[src/rtl/lcd_ctrl.sv]
// HD44780 write controller: one byte per request, with setup / enable-pulse / hold / settle timing.
// Optional power-up init sequence is compiled in when LCD_INIT_EN is defined.
module lcd_ctrl #(
   parameter int SETUP_CYC     = 2,
   parameter int EN_CYC        = 25,
   parameter int HOLD_CYC      = 2,
   parameter int WAIT_CYC      = 2500,
   parameter int LONG_WAIT_CYC = 82000,
   parameter int PWRUP_CYC     = 750000
) (
   input  logic       clk_i,
   input  logic       rst_ni,
   input  logic       req_i,
   input  logic       rs_i,
   input  logic [7:0] data_i,
   input  logic       on_i,
   output logic       ready_o,
   output logic [7:0] LCD_DATA,
   output logic       LCD_RS,
   output logic       LCD_RW,
   output logic       LCD_EN,
   output logic       LCD_ON
);

   localparam int CNT_W = 20;
   localparam logic [CNT_W-1:0] SETUP_LD = CNT_W'(SETUP_CYC - 1);
   localparam logic [CNT_W-1:0] EN_LD    = CNT_W'(EN_CYC - 1);
   localparam logic [CNT_W-1:0] HOLD_LD  = CNT_W'(HOLD_CYC - 1);
   localparam logic [CNT_W-1:0] WAIT_LD  = CNT_W'(WAIT_CYC - 1);
   localparam logic [CNT_W-1:0] LWAIT_LD = CNT_W'(LONG_WAIT_CYC - 1);

   typedef enum logic [2:0] {
      S_INIT,
      S_IDLE,
      S_SETUP,
      S_PULSE,
      S_HOLD,
      S_WAIT
   } state_t;

   state_t           state_q;
   logic [CNT_W-1:0] cnt_q;
   logic             ready_q;
   logic             en_q;
   logic             rs_q;
   logic [7:0]       data_q;
   logic             on_q;
   logic [CNT_W-1:0] settle_ld_d;

   // Clear (0x01) and return-home (0x02/0x03) need the long settle time.
   always_comb begin
      settle_ld_d = WAIT_LD;
      if (!rs_q && (data_q[7:2] == 6'd0) && (data_q[1:0] != 2'd0)) begin
         settle_ld_d = LWAIT_LD;
      end
   end

`ifdef LCD_INIT_EN
   localparam logic [CNT_W-1:0] PWR_LD = CNT_W'(PWRUP_CYC - 2);

   logic       armed_q;
   logic       init_busy_q;
   logic [1:0] init_idx_q;

   function automatic logic [7:0] init_cmd(input logic [1:0] idx);
      case (idx)
         2'd0:    return 8'h38;
         2'd1:    return 8'h0C;
         2'd2:    return 8'h01;
         default: return 8'h06;
      endcase
   endfunction
`endif

   always_ff @(posedge clk_i or negedge rst_ni) begin
      if (!rst_ni) begin
`ifdef LCD_INIT_EN
         state_q     <= S_INIT;
         armed_q     <= 1'b0;
         init_busy_q <= 1'b0;
         init_idx_q  <= 2'd0;
`else
         state_q     <= S_IDLE;
`endif
         cnt_q   <= '0;
         ready_q <= 1'b0;
         en_q    <= 1'b0;
         rs_q    <= 1'b0;
         data_q  <= 8'h00;
         on_q    <= 1'b0;
      end else begin
         on_q <= on_i;
         case (state_q)
`ifdef LCD_INIT_EN
            // First INIT cycle arms the power-up count; the rest count it down.
            S_INIT: begin
               if (!armed_q) begin
                  armed_q <= 1'b1;
                  cnt_q   <= PWR_LD;
               end else if (cnt_q == '0) begin
                  init_busy_q <= 1'b1;
                  init_idx_q  <= 2'd0;
                  rs_q        <= 1'b0;
                  data_q      <= init_cmd(2'd0);
                  cnt_q       <= SETUP_LD;
                  state_q     <= S_SETUP;
               end else begin
                  cnt_q <= cnt_q - 1'b1;
               end
            end
`endif
            S_IDLE: begin
               if (ready_q && req_i) begin
                  rs_q    <= rs_i;
                  data_q  <= data_i;
                  ready_q <= 1'b0;
                  cnt_q   <= SETUP_LD;
                  state_q <= S_SETUP;
               end else begin
                  ready_q <= 1'b1;
               end
            end
            S_SETUP: begin
               if (cnt_q == '0) begin
                  en_q    <= 1'b1;
                  cnt_q   <= EN_LD;
                  state_q <= S_PULSE;
               end else begin
                  cnt_q <= cnt_q - 1'b1;
               end
            end
            S_PULSE: begin
               if (cnt_q == '0) begin
                  en_q    <= 1'b0;
                  cnt_q   <= HOLD_LD;
                  state_q <= S_HOLD;
               end else begin
                  cnt_q <= cnt_q - 1'b1;
               end
            end
            S_HOLD: begin
               if (cnt_q == '0) begin
                  cnt_q   <= settle_ld_d;
                  state_q <= S_WAIT;
               end else begin
                  cnt_q <= cnt_q - 1'b1;
               end
            end
            S_WAIT: begin
               if (cnt_q == '0) begin
`ifdef LCD_INIT_EN
                  // Init commands chain straight into the next SETUP without visiting IDLE.
                  if (init_busy_q && (init_idx_q != 2'd3)) begin
                     init_idx_q <= init_idx_q + 2'd1;
                     rs_q       <= 1'b0;
                     data_q     <= init_cmd(init_idx_q + 2'd1);
                     cnt_q      <= SETUP_LD;
                     state_q    <= S_SETUP;
                  end else begin
                     init_busy_q <= 1'b0;
                     state_q     <= S_IDLE;
                  end
`else
                  state_q <= S_IDLE;
`endif
               end else begin
                  cnt_q <= cnt_q - 1'b1;
               end
            end
            default: begin
               state_q <= S_IDLE;
            end
         endcase
      end
   end

   assign ready_o  = ready_q;
   assign LCD_EN   = en_q;
   assign LCD_RS   = rs_q;
   assign LCD_DATA = data_q;
   assign LCD_RW   = 1'b0;
   assign LCD_ON   = on_q;

endmodule

[config.mk]
export PLATFORM = sky130hd
export DESIGN_NAME = lcd_ctrl
export DESIGN_NICKNAME = d
export VERILOG_FILES = /design/src/rtl/lcd_ctrl.sv
export SDC_FILE = /design/constraint.sdc
export NUM_CORES = 1
export LEC_CHECK = 0
export BUFFER_PORTS_ARGS = -buffer_cell sky130_fd_sc_hd__buf_2
export CAP_MARGIN = 20
export CORE_MARGIN = 8
export CORE_UTILIZATION = 46
export CTS_CLUSTER_SIZE = 16
export DETAILED_ROUTE_END_ITERATION = 10
export PLACE_DENSITY = 0.75
export SLEW_MARGIN = 0
export SYNTH_ARGS = -nofsm -noshare
export SYNTH_HDL_FRONTEND = slang
export SYNTH_SLANG_ARGS = --single-unit
[constraint.sdc]
create_clock -name clk_i -period 4.7 [get_ports clk_i]
set_input_delay 0.235 -clock clk_i [delete_from_list [all_inputs] [get_ports clk_i]]
set_output_delay 0.235 -clock clk_i [all_outputs]
set_load 0.05 [all_outputs]
==> impl_metrics.env <==
export IMPL_hold_violations=0
export IMPL_worst_slack_ps=1930
export IMPL_crit_arrival_ps=2950
export IMPL_cts_resized=0
export IMPL_layout_min_cycle_time_ps=2770
export IMPL_n_antenna_cell=0
export IMPL_fp_dieW_um=80.2
export IMPL_final_max_slew_violation_count=0
export IMPL_power_switching_uw=112
export IMPL_cts_buffer_depth=2
export IMPL_slowest_delay_ps=470
export IMPL_syn_area_um2=1900
export IMPL_p_leak_nw=0.978
export IMPL_switching_share_pct=21.5
export IMPL_wl_um=4150
export IMPL_tns_ps=0
export IMPL_post_cts_buffers=0
export IMPL_core_um2=3970
export IMPL_regToRegSetupSlack_ps=1930
export IMPL_grt_ovfl_total=0
export IMPL_finalCritPeriodShare_pct=58.9
export IMPL_rsz0062_at_grt="false"
export IMPL_startpoint_type="flip-flop"
export IMPL_nNetsFinal=230
export IMPL_yosysSeqAreaShare_pct=46.2
export IMPL_synth_distinct_cells=49
export IMPL_finalSetupViolations=0
export IMPL_grt_pass1_wl_um=7090
export IMPL_viasPerCell=5.88
export IMPL_clk_insertion_delay_late_ps=280
export IMPL_area_growth_pct=11.7
export IMPL_tightest_slew_ps=762
export IMPL_status="finished clean"
export IMPL_nFillCells=367
export IMPL_worstPathRequired_ps=4880
export IMPL_cts_tree="built"
export IMPL_root_buffer="clkbuf_8"
export IMPL_clock_sinks=35
export IMPL_ys_async_sr_fraction_pct=100
export IMPL_syn_area_per_cell_um2=9.88
export IMPL_cts_clk_slew_worst_paths_ps=70
export IMPL_drt_pass1_iterations=4
export IMPL_io_buffer_count=24
export IMPL_most_common_layout_cells="dfrtp_1, buf_2, nor2_1"
export IMPL_clock_skew_final_ps=4.68
export IMPL_power_internal_uw=411
export IMPL_wire_per_inst_um=15.5
export IMPL_crit_slowest_cell="nor4b_2"
export IMPL_vias=1570
export IMPL_max_freq_mhz=361
export IMPL_slew_headroom_pct=49.2
export IMPL_drtIter0Drc=85
export IMPL_die_area_um2=6430
export IMPL_worstPathMaxFanout=11
export IMPL_pwr_share_comb_pct=2.7
export IMPL_drive_above_1_share_pct=20.7
export IMPL_post_route_drc_count=0
export IMPL_syn_num_nets=206
export IMPL_cts_buffers_inserted=5
export IMPL_hold_buffers=0
export IMPL_cp_cell_sequence="inv_1 -> ha_1 -> nor4b_2 -> and2_0 -> nand3_1 -> a21oi_1 -> o21ai_0 -> a21o_1"
export IMPL_grt_total_usage_pct=14.0
export IMPL_ys_seq_elements=35
export IMPL_ant_nets=0
export IMPL_place_area_um2=2040
export IMPL_vdd_ir_drop_worst_uv=185
export IMPL_postSynthCellCount=192
export IMPL_initial_core_util_pct=47.8
export IMPL_synth_warning_count=0
export IMPL_criticalPathCategory="flip-flop to flip-flop"
export IMPL_cp_end_kind="flip-flop"
export IMPL_top_level_ports=26
export IMPL_hold_class="input port to asynchronous set/reset pin"
export IMPL_placed_cells=259
export IMPL_seq_power_share_pct=57.7
export IMPL_fin_area_um2=2120
export IMPL_power_density_nw_per_um2=247
export IMPL_finalPower_uw=523
export IMPL_htreeDepth=2
export IMPL_grt_max_degree=36
export IMPL_mostFrequentLayoutCell="dfrtp_1"
export IMPL_num_rows=23
export IMPL_die_y_um=80.2
export IMPL_synth_edff_count=0
export IMPL_antenna_found_initial=0
export IMPL_dp_hpwl_um=3060
export IMPL_place_gp_congestion=0.913
export IMPL_grt_pass1_vias=1497
export IMPL_utilization_pct=53.4
export IMPL_fin_cells=267
export IMPL_synth_top_flop_cell="dfrtp_1"
export IMPL_pre_cts_ws_ps=1980
export IMPL_fin_hold_ws_ps=19.1
export IMPL_p_clk_share_pct=39.6
export IMPL_maxCapViolations=0
[cell usage after synthesis (2+ instances only)]
cell type | n | share of area, %
a21o_1 | 2 | 0.79
a21oi_1 | 10 | 2.6
a22oi_1 | 2 | 0.79
and3_1 | 3 | 0.99
buf_2 | 2 | 0.53
clkbuf_1 | 2 | 0.40
dfrtp_1 | 34 | 45
inv_1 | 3 | 0.59
mux2_2 | 9 | 5.3
nand2_1 | 15 | 3.0
nand2b_1 | 3 | 0.99
nand3_1 | 4 | 1.1
nand3b_1 | 2 | 0.79
nor2_1 | 16 | 3.2
nor2b_1 | 3 | 0.99
nor3_1 | 10 | 2.6
nor4_1 | 10 | 3.3
o211ai_1 | 3 | 1.2
o21a_1 | 2 | 0.79
o21ai_0 | 15 | 4.0
o21ai_1 | 2 | 0.53
o2bb2ai_1 | 2 | 0.92
o31ai_1 | 2 | 0.79
or3_1 | 4 | 1.3
xnor2_1 | 8 | 3.7
[registers in the layout (all words and copies together) (netlist names)]
register / count
LCD_ON: 1
cnt_q: 20
LCD_DATA: 8
LCD_RS: 1
LCD_EN: 1
ready_o: 1
state_q: 3
[metal layers]
metal	wire length (um)	up-vias	global-route usage (%)
li1	-	754	-
met2	1820	51	20.4
met3	324	5	5.47
met1	1950	760	18.6
met4	51	0	4.00
met5	0	-	0
[kinds of logic (layout without fill, tap and decap cells)]
family | after synthesis | in the layout | synth area share (%)
adder cells (fa/ha/maj) | 1 | 1 | 0.660
other | 1 | 1 | 0.198
buffers and inverters | 10 | 35 | 2.70
flip-flops | 35 | 35 | 46.2
AND/OR/NAND/NOR | 77 | 77 | 21.8
AO/OA/AOI/OAI | 50 | 50 | 18.9
XOR/XNOR | 9 | 9 | 4.16
multiplexers | 9 | 9 | 5.34
[area by class of cell]
class	instances	area (um^2)	share of cell area [%]
timing repair buffer	24	120	5.67
inverter	3	11.3	0.531
tap	50	62.6	2.95
sequential	35	877	41.4
clock buffer	8	80.1	3.78
multi-input combinational	147	968	45.7
[power groups by stage]
stage	sequential [mW]	clock (mW)	combinational (mW)
6_report	0.302	0.207	0.0142
2_1_floorplan	0.309	0	0.00250
5_1_grt	0.301	0.226	0.0163
3_5_place_dp	0.307	0	0.0150
3_3_place_gp	0.307	0	0.0147
4_1_cts	0.302	0.212	0.0150
[final timing paths]
| path | startpoint | endpoint | cells past startpoint |
|---|---|---|---|
| max | cnt_q[0] | cnt_q[14] | 8 |
| min | rst_ni | cnt_q[9] | 1 |
| max reg2reg | cnt_q[0] | cnt_q[14] | 8 |
| min reg2reg | cnt_q[14] | cnt_q[14] | 1 |
| max in group asynchronous | rst_ni | state_q[1] | 1 |
| min in group clk_i | on_i | LCD_ON | 1 |
[worst max-delay path: cells and delay by family, from the launching register on]
kind                     cells  cell delay (ps)
AO/OA/AOI/OAI                3              810
buffers and inverters        1              100
flip-flops                   1              390
adder cells (fa/ha/maj)      1              190
AND/OR/NAND/NOR              3             1170
Power figures use the tool's default switching activity.
